--- config.mk ---
export PLATFORM = sky130hd
export DESIGN_NAME = vec_mul_sequencer
export DESIGN_NICKNAME = d
export VERILOG_FILES = /design/src/rtl/vec_mul_sequencer.sv
export SDC_FILE = /design/constraint.sdc
export NUM_CORES = 1
export LEC_CHECK = 0
export BUFFER_PORTS_ARGS = -buffer_cell sky130_fd_sc_hd__buf_2
export CORE_UTILIZATION = 45
export CTS_BUF_LIST = sky130_fd_sc_hd__clkbuf_8
export DETAILED_ROUTE_END_ITERATION = 10
export HOLD_SLACK_MARGIN = 0.02
export MAX_ROUTING_LAYER = met4
export PLACE_DENSITY = 0.65
export SYNTH_ARGS = -nofsm -noshare
export SYNTH_HDL_FRONTEND = slang
export SYNTH_SLANG_ARGS = --single-unit
--- constraint.sdc ---
create_clock -name clk -period 6.9 [get_ports clk]
set_input_delay 1.38 -clock clk [delete_from_list [all_inputs] [get_ports clk]]
set_output_delay 1.38 -clock clk [all_outputs]
set_load 0.01 [all_outputs]
--- src/rtl/vec_mul_sequencer.sv ---
// Controller for one matrix-vector job: pop a weight tile, reload the array, stream
// UB addresses, then write each array result to the result SRAM after a fixed latency.
module vec_mul_sequencer #(
  parameter int ADDRESSSIZE   = 10,
  parameter int ARRAY_LATENCY = 34
) (
  input  logic                   clk,
  input  logic                   rst,
  input  logic                   start,
  input  logic                   abort,
  input  logic [ADDRESSSIZE-1:0] num_vectors,
  input  logic [ADDRESSSIZE-1:0] src_base,
  input  logic [ADDRESSSIZE-1:0] dst_base,
  input  logic                   fifo_empty,
  output logic                   fifo_read_enable,
  output logic                   weight_reload,
  output logic [ADDRESSSIZE-1:0] ub_address,
  output logic                   res_write_enable,
  output logic [ADDRESSSIZE-1:0] res_address,
  output logic                   busy,
  output logic                   done
);

  // S_WPOP is the single pop cycle; fifo_empty is sampled one cycle earlier so the
  // strobe stays a pure state decode.
  typedef enum logic [2:0] {
    S_IDLE   = 3'd0,
    S_WLOAD  = 3'd1,
    S_WPOP   = 3'd2,
    S_RELOAD = 3'd3,
    S_STREAM = 3'd4,
    S_DRAIN  = 3'd5,
    S_DONE   = 3'd6
  } state_t;

  state_t                   r_state;
  state_t                   w_next_state;
  logic [ADDRESSSIZE-1:0]   r_num;
  logic [ADDRESSSIZE-1:0]   r_src;
  logic [ADDRESSSIZE-1:0]   r_dst;
  logic [ADDRESSSIZE-1:0]   r_issue_cnt;
  logic [ADDRESSSIZE-1:0]   r_wr_cnt;
  logic [ADDRESSSIZE-1:0]   r_ub_addr;
  logic [ARRAY_LATENCY-1:0] r_vpipe;
  logic                     w_accept;
  logic                     w_last_issue;
  logic                     w_last_write;

  assign w_accept     = (r_state == S_IDLE) && start && !abort;
  assign w_last_issue = (r_issue_cnt == (r_num - ADDRESSSIZE'(1)));
  assign w_last_write = res_write_enable && (r_wr_cnt == (r_num - ADDRESSSIZE'(1)));

  // Next-state selection; abort overrides every state.
  always_comb begin
    w_next_state = r_state;
    if (abort) begin
      w_next_state = S_IDLE;
    end else begin
      case (r_state)
        S_IDLE: begin
          if (!start) begin
            w_next_state = S_IDLE;
          end else if (num_vectors == '0) begin
            w_next_state = S_DONE;
          end else if (!fifo_empty) begin
            w_next_state = S_WPOP;
          end else begin
            w_next_state = S_WLOAD;
          end
        end
        S_WLOAD: begin
          if (!fifo_empty) begin
            w_next_state = S_WPOP;
          end else begin
            w_next_state = S_WLOAD;
          end
        end
        S_WPOP:   w_next_state = S_RELOAD;
        S_RELOAD: w_next_state = S_STREAM;
        S_STREAM: begin
          if (w_last_issue) begin
            w_next_state = S_DRAIN;
          end else begin
            w_next_state = S_STREAM;
          end
        end
        S_DRAIN: begin
          if (w_last_write) begin
            w_next_state = S_DONE;
          end else begin
            w_next_state = S_DRAIN;
          end
        end
        S_DONE:  w_next_state = S_IDLE;
        default: w_next_state = S_IDLE;
      endcase
    end
  end

  // State, job registers, counters and the result-valid pipe.
  always_ff @(posedge clk) begin
    if (rst) begin
      r_state     <= S_IDLE;
      r_num       <= '0;
      r_src       <= '0;
      r_dst       <= '0;
      r_issue_cnt <= '0;
      r_wr_cnt    <= '0;
      r_ub_addr   <= '0;
      r_vpipe     <= '0;
    end else begin
      r_state <= w_next_state;

      if (abort) begin
        r_vpipe <= '0;
      end else begin
        r_vpipe <= (r_vpipe << 1'b1) | ARRAY_LATENCY'(r_state == S_STREAM);
      end

      if (w_accept) begin
        r_num       <= num_vectors;
        r_src       <= src_base;
        r_dst       <= dst_base;
        r_issue_cnt <= '0;
        r_wr_cnt    <= '0;
      end else begin
        if (res_write_enable) begin
          r_wr_cnt <= r_wr_cnt + ADDRESSSIZE'(1);
        end
        if (r_state == S_STREAM) begin
          r_issue_cnt <= r_issue_cnt + ADDRESSSIZE'(1);
        end
      end

      // The UB address holds its final value through DRAIN and DONE.
      if (r_state == S_RELOAD) begin
        r_ub_addr <= r_src;
      end else if ((r_state == S_STREAM) && !w_last_issue) begin
        r_ub_addr <= r_ub_addr + ADDRESSSIZE'(1);
      end
    end
  end

  assign fifo_read_enable = (r_state == S_WPOP);
  assign weight_reload    = (r_state == S_RELOAD);
  assign busy             = (r_state != S_IDLE);
  assign done             = (r_state == S_DONE);
  assign ub_address       = r_ub_addr;
  assign res_write_enable = r_vpipe[ARRAY_LATENCY-1];
  assign res_address      = r_dst + r_wr_cnt;

endmodule

* After elaboration in Yosys (flattened, before gate mapping)
Cells that the tools add are included.
** Cells by class
- Reduce and logical (&&, ||, !) cells :: 12
- Add/subtract/negate cells :: 5
- Bitwise logic cells :: 1
- Multiplexer cells :: 8
- Eq/ne operators :: 8
** Operator list (number)
- bitwise OR 34 x 1 -> 34 bit :: 1
- adder 10 x 1 -> 10 bit, second input constant :: 3
- equality test 10 bit :: 2
- 2-to-1 mux 10 bit :: 2
- one-hot mux 3 bit (6 select lines) :: 1
- adder 10 bit :: 1
- zero test 10 bit :: 1
- subtractor 10 x 1 -> 10 bit, second input constant :: 1
- equality test 3 bit, second input constant :: 3
- equality test 3 x 2 -> 1 bit, second input constant :: 2
- 2-to-1 mux 3 bit :: 2
- logical AND 1 bit :: 4
- 2-to-1 mux 2 bit :: 2
- OR reduction 2 bit :: 2
- equality test 3 x 1 -> 1 bit, second input constant :: 1
- zero test 3 bit :: 1
- nonzero test 3 bit :: 1
- zero test 1 bit :: 2
- nonzero test 2 bit :: 1
- 2-to-1 mux 1 bit :: 1
** Storage, ports and cells
- Register bits :: 97
- Bits of input ports :: 35
- Output and inout port bits :: 25
- Word-level logic and storage cells :: 42

* Depth between registers and ports, before layout
- Word-level depth :: 6
- Mapped depth :: 11
- Mapped depth without buffers :: 11

* Least setup slack after synthesis
Ideal clock, no wire load.
- Path kind :: reg-to-output
- From :: register r_wr_cnt[0]
- To :: output res_address[8]
- Path slack :: 3.495 ns
- Stages on the path, launching flop included :: 12
- Data arrival time :: 2.025 ns
- Path through :: dfxtp_1 -> ha_1 -> inv_1 -> fa_1 -> nor2b_1 -> o21ai_0 -> a21boi_0 -> o21ai_0 -> nand2b_1 -> a21o_1 -> a21oi_1 -> xnor2_1
** On the way
- Longest elaborated chain between the ends :: 1
** Ends and longest elaborated chain
- start: declaration :: line 42 : logic [ADDRESSSIZE-1:0] r_wr_cnt;
- start signal: assignment :: line 128 : r_wr_cnt <= r_wr_cnt + ADDRESSSIZE'(1);
- adder 10 bit :: line 150 : assign res_address = r_dst + r_wr_cnt;
- end: declaration :: line 19 : output logic [ADDRESSSIZE-1:0] res_address,
Every way passes these cells.

* Worst setup path after layout
- From :: register r_wr_cnt[1]
- To :: output res_address[9]
The elaborated chain is that of the path after synthesis.

==> impl_summary.md <==
Status
The flow ran to the end, and the final reports show no timing, DRC or antenna violations.

Clock tree
TritonCTS built the clock tree. The clock passes through at most 2 buffers. The cts-stage hold buffer count is 0. In this run, post-CTS repair resized a total of 0 instances.

For this design, the sink count on the clock tree is 97. Post-CTS timing repair inserted 0 buffers for setup. The worst-skew pair later-pin latency is 0.37 ns. The cell sitting at the root of the clock tree is a sky130_fd_sc_hd__clkbuf_8. The number of clock buffers added by TritonCTS is 9. The clock transition time at the flip-flop clock pins of the worst setup and hold paths is 0.11 ns. The H-tree was split into 3 levels.

STA
The number of hold-slack violations in the final timing report is 0. Setup violations remaining at the end of the flow were counted as 0. The transition time of the tightest slew-check pin is 0.817 ns.

After routing, the total negative slack on setup checks comes to 0 ns. The worst-case headroom to the max-slew limit is 0.456. Derived from the worst setup path, the maximum achievable clock frequency is 245 MHz. The max-slew violation count is 0. The minimum clock period is 4.08 ns. The final clock period utilization by the worst path is 0.591. Setup repair after global routing left no endpoint under its margin. The post-route clock skew is 0.0157 ns.

Worst setup path
The worst setup path is launched from a register. STA classifies the critical path endpoint as an output pin. The data required time at the worst endpoint is 5.52 ns.

The arrival time at the worst endpoint is 2.70 ns. The classification of the worst setup path is register to output pin. Of all nets on the critical path, the largest fanout is 7.

Floorplan
For this design the top-level I/O count stands at 60. The die extent in x is 102 µm. The initialized floorplan defines 36 standard-cell rows. Measured along the y axis, the die boundary spans 102 µm. The region available for standard cell placement spans 9680 µm².

The area of the die is 10300 µm². The initial utilization of the core area, before any placement, comes to 0.462.

Synthesis
Each instance of the synthesized netlist takes up on average 8.63 µm². The number of storage elements in the synthesis netlist is 97. The number of enable-type register cells in the synthesized netlist is 0. The share of synthesized area in the top cell type comes to 0.434. The mapped netlist covers 4470 µm².

The number of instances in the synthesized netlist is 518. The count of warnings emitted by yosys is 0. The number of nets in the synthesized netlist is 567. The sequential cell area fraction in the yosys report is 0.434. The leading register cell type out of synthesis is sky130_fd_sc_hd__dfxtp_1. The largest total area in the synthesized netlist belongs to sky130_fd_sc_hd__dfxtp_1. The share of synthesized flip-flops with an asynchronous set or reset is 0. The count of unique library cells instantiated by Yosys is 51. Yosys attributes the largest share of cell area to sky130_fd_sc_hd__dfxtp_1 43%, sky130_fd_sc_hd__nand2_1 6.5%, sky130_fd_sc_hd__a21oi_1 5.1%.

Layout
The net count of the finished layout is 609. 0 antenna diodes ended up in the layout. In the layout the commonest cells are 97 x sky130_fd_sc_hd__dfxtp_1, 78 x sky130_fd_sc_hd__nand2_1, 59 x sky130_fd_sc_hd__buf_2, 46 x sky130_fd_sc_hd__a21oi_1, 42 x sky130_fd_sc_hd__nor2_1. In the final layout, the share of cells above drive strength 1 is 0.156. The library cell used most frequently in the layout, excluding fill and tap cells, is sky130_fd_sc_hd__dfxtp_1. Once layout is done, the placed cells without fillers occupy 5040 µm². The area added between synthesis and finish is 12.7%.

Placement
The routability congestion estimate is 0.870. The post-detailed-placement half-perimeter wirelength is 6.44 mm. During placement, the flow inserted port buffers numbering 59. The placed instances occupy a cell area of 4830 µm².

Power
The fraction of power consumed by sequential logic is 0.549. IR analysis of the VDD net gives a maximum drop of 0.000141 V. The analysis attributes to net switching a power of 0.000299 W. The switching power share of the total is 0.283. The portion of total power attributed to the clock network is 0.352.

The internal portion of the total power is 0.000759 W. The part of the total power dissipated in combinational logic is 0.099. The reported leakage power is 2.16 nW.

In this run the power density over the cells is 210 nW/µm².

Drt
In this run, the number of DRC markers left after iteration 0 of detailed routing was 219. The via total after detailed routing is 3499. The first-pass iteration count of the detailed router is 4. The remaining routing DRC violations is 0. The routed length per instance is 12.9 µm. The final wirelength is 9.02 mm. The final antenna-violating net count is 0. The via density per instance is 5.01.

Global route
The number of global-route vias before repair came to 3085. The overall global routing resource usage is 0.193. The first global-routing pass estimated 14.9 mm of wire. Summed over all layers, the global routing overflow is 0. The number of antenna violations at the first check in global routing is 0. Entering global routing, the biggest net connects 44 pins.

Job
The max-capacitance violation count is 0.

Worst hold path
In this run the worst hold path is classified as register to register.
state kept, by name (all words and copies together) (netlist names):
register and count:
r_src 10, r_vpipe 34, ub_address 10, r_dst 10, r_wr_cnt 10, r_issue_cnt 10, r_num 10, r_state 3
routing by layer:
metal  vias to the layer above  track usage  wire [µm]  share of wire
met5                         -            -          0              0
met4                         0       0.0602         91          0.010
met3                         8       0.0442        246          0.027
met2                        47        0.304       4320           0.48
met1                      1621        0.244       4350           0.48
li1                       1823            -          -              -
final cells by class:
type	instances	area, µm²
clock buffer	9	124
clock inverter	7	82.6
fill	918	4650
inverter	15	56.3
multi-input combinational	375	2350
sequential	97	1940
tap	133	166
timing repair buffer	62	318
Yosys cell counts, drive strengths merged (9+ instances only):
library cell and instances:
dfxtp 97, nand2 78, a21oi 46, nor2 42, and2 35, xor2 27, clkbuf 26, xnor2 24
inv 15, ha 13, nand4 13, a211oi 11, o21ai 10, nand3 9
final timing paths:
check                            startpoint  cells past startpoint        endpoint  slack, ns
worst min-delay path             r_vpipe[2]                      1      r_vpipe[3]       0.43
worst max register to register     r_num[0]                     10   ub_address[0]       4.06
worst max-delay path            r_wr_cnt[1]                     10  res_address[9]       2.82
worst min register to register   r_vpipe[2]                      1      r_vpipe[3]       0.43
worst max-delay path, cell delays in order (launching register included):
cell and delay, ns:
sky130_fd_sc_hd__dfxtp_1 0.48, sky130_fd_sc_hd__ha_1 0.29, sky130_fd_sc_hd__a21o_1 0.18, sky130_fd_sc_hd__a21oi_1 0.19, sky130_fd_sc_hd__o21ai_0 0.10, sky130_fd_sc_hd__a21oi_1 0.21
sky130_fd_sc_hd__o21ai_0 0.17, sky130_fd_sc_hd__a21o_1 0.21, sky130_fd_sc_hd__a21oi_1 0.17, sky130_fd_sc_hd__xnor2_1 0.15, sky130_fd_sc_hd__buf_2 0.17
power by group through the flow:
stage	clock network, W	logic [W]	registers (W)
2_1_floorplan	0	0.0000813	0.000587
3_3_place_gp	0	0.000103	0.000593
3_5_place_dp	0	0.000105	0.000594
4_1_cts	0.000384	0.000106	0.000581
5_1_grt	0.000408	0.000118	0.000583
6_report	0.000373	0.000105	0.000581
through the flow:
step	hold slack [ns]	cells	util	power, W	setup WS, ns
2_1_floorplan	0.406	518	-	0.000668	3.50
3_3_place_gp	0.408	682	0.499	0.000697	3.30
3_5_place_dp	0.411	682	0.499	0.000699	3.24
4_1_cts	0.439	698	0.520	0.00107	2.78
5_1_grt	0.445	698	0.520	0.00111	2.53
6_report	0.433	698	0.520	0.00106	2.82
cell families (layout without fill, tap and decap cells):
logic type / count (synthesis) / count (layout) / share of synthesized area
AND/OR/NAND/NOR: 220 / 220 / 0.253
flip-flops: 97 / 97 / 0.434
AO/OA/AOI/OAI: 85 / 85 / 0.114
XOR/XNOR: 52 / 52 / 0.107
buffers and inverters: 46 / 93 / 0.0414
adder cells (fa/ha/maj): 14 / 14 / 0.0409
multiplexers: 4 / 4 / 0.00896
Note: power is estimated with default switching activity, not from simulation.
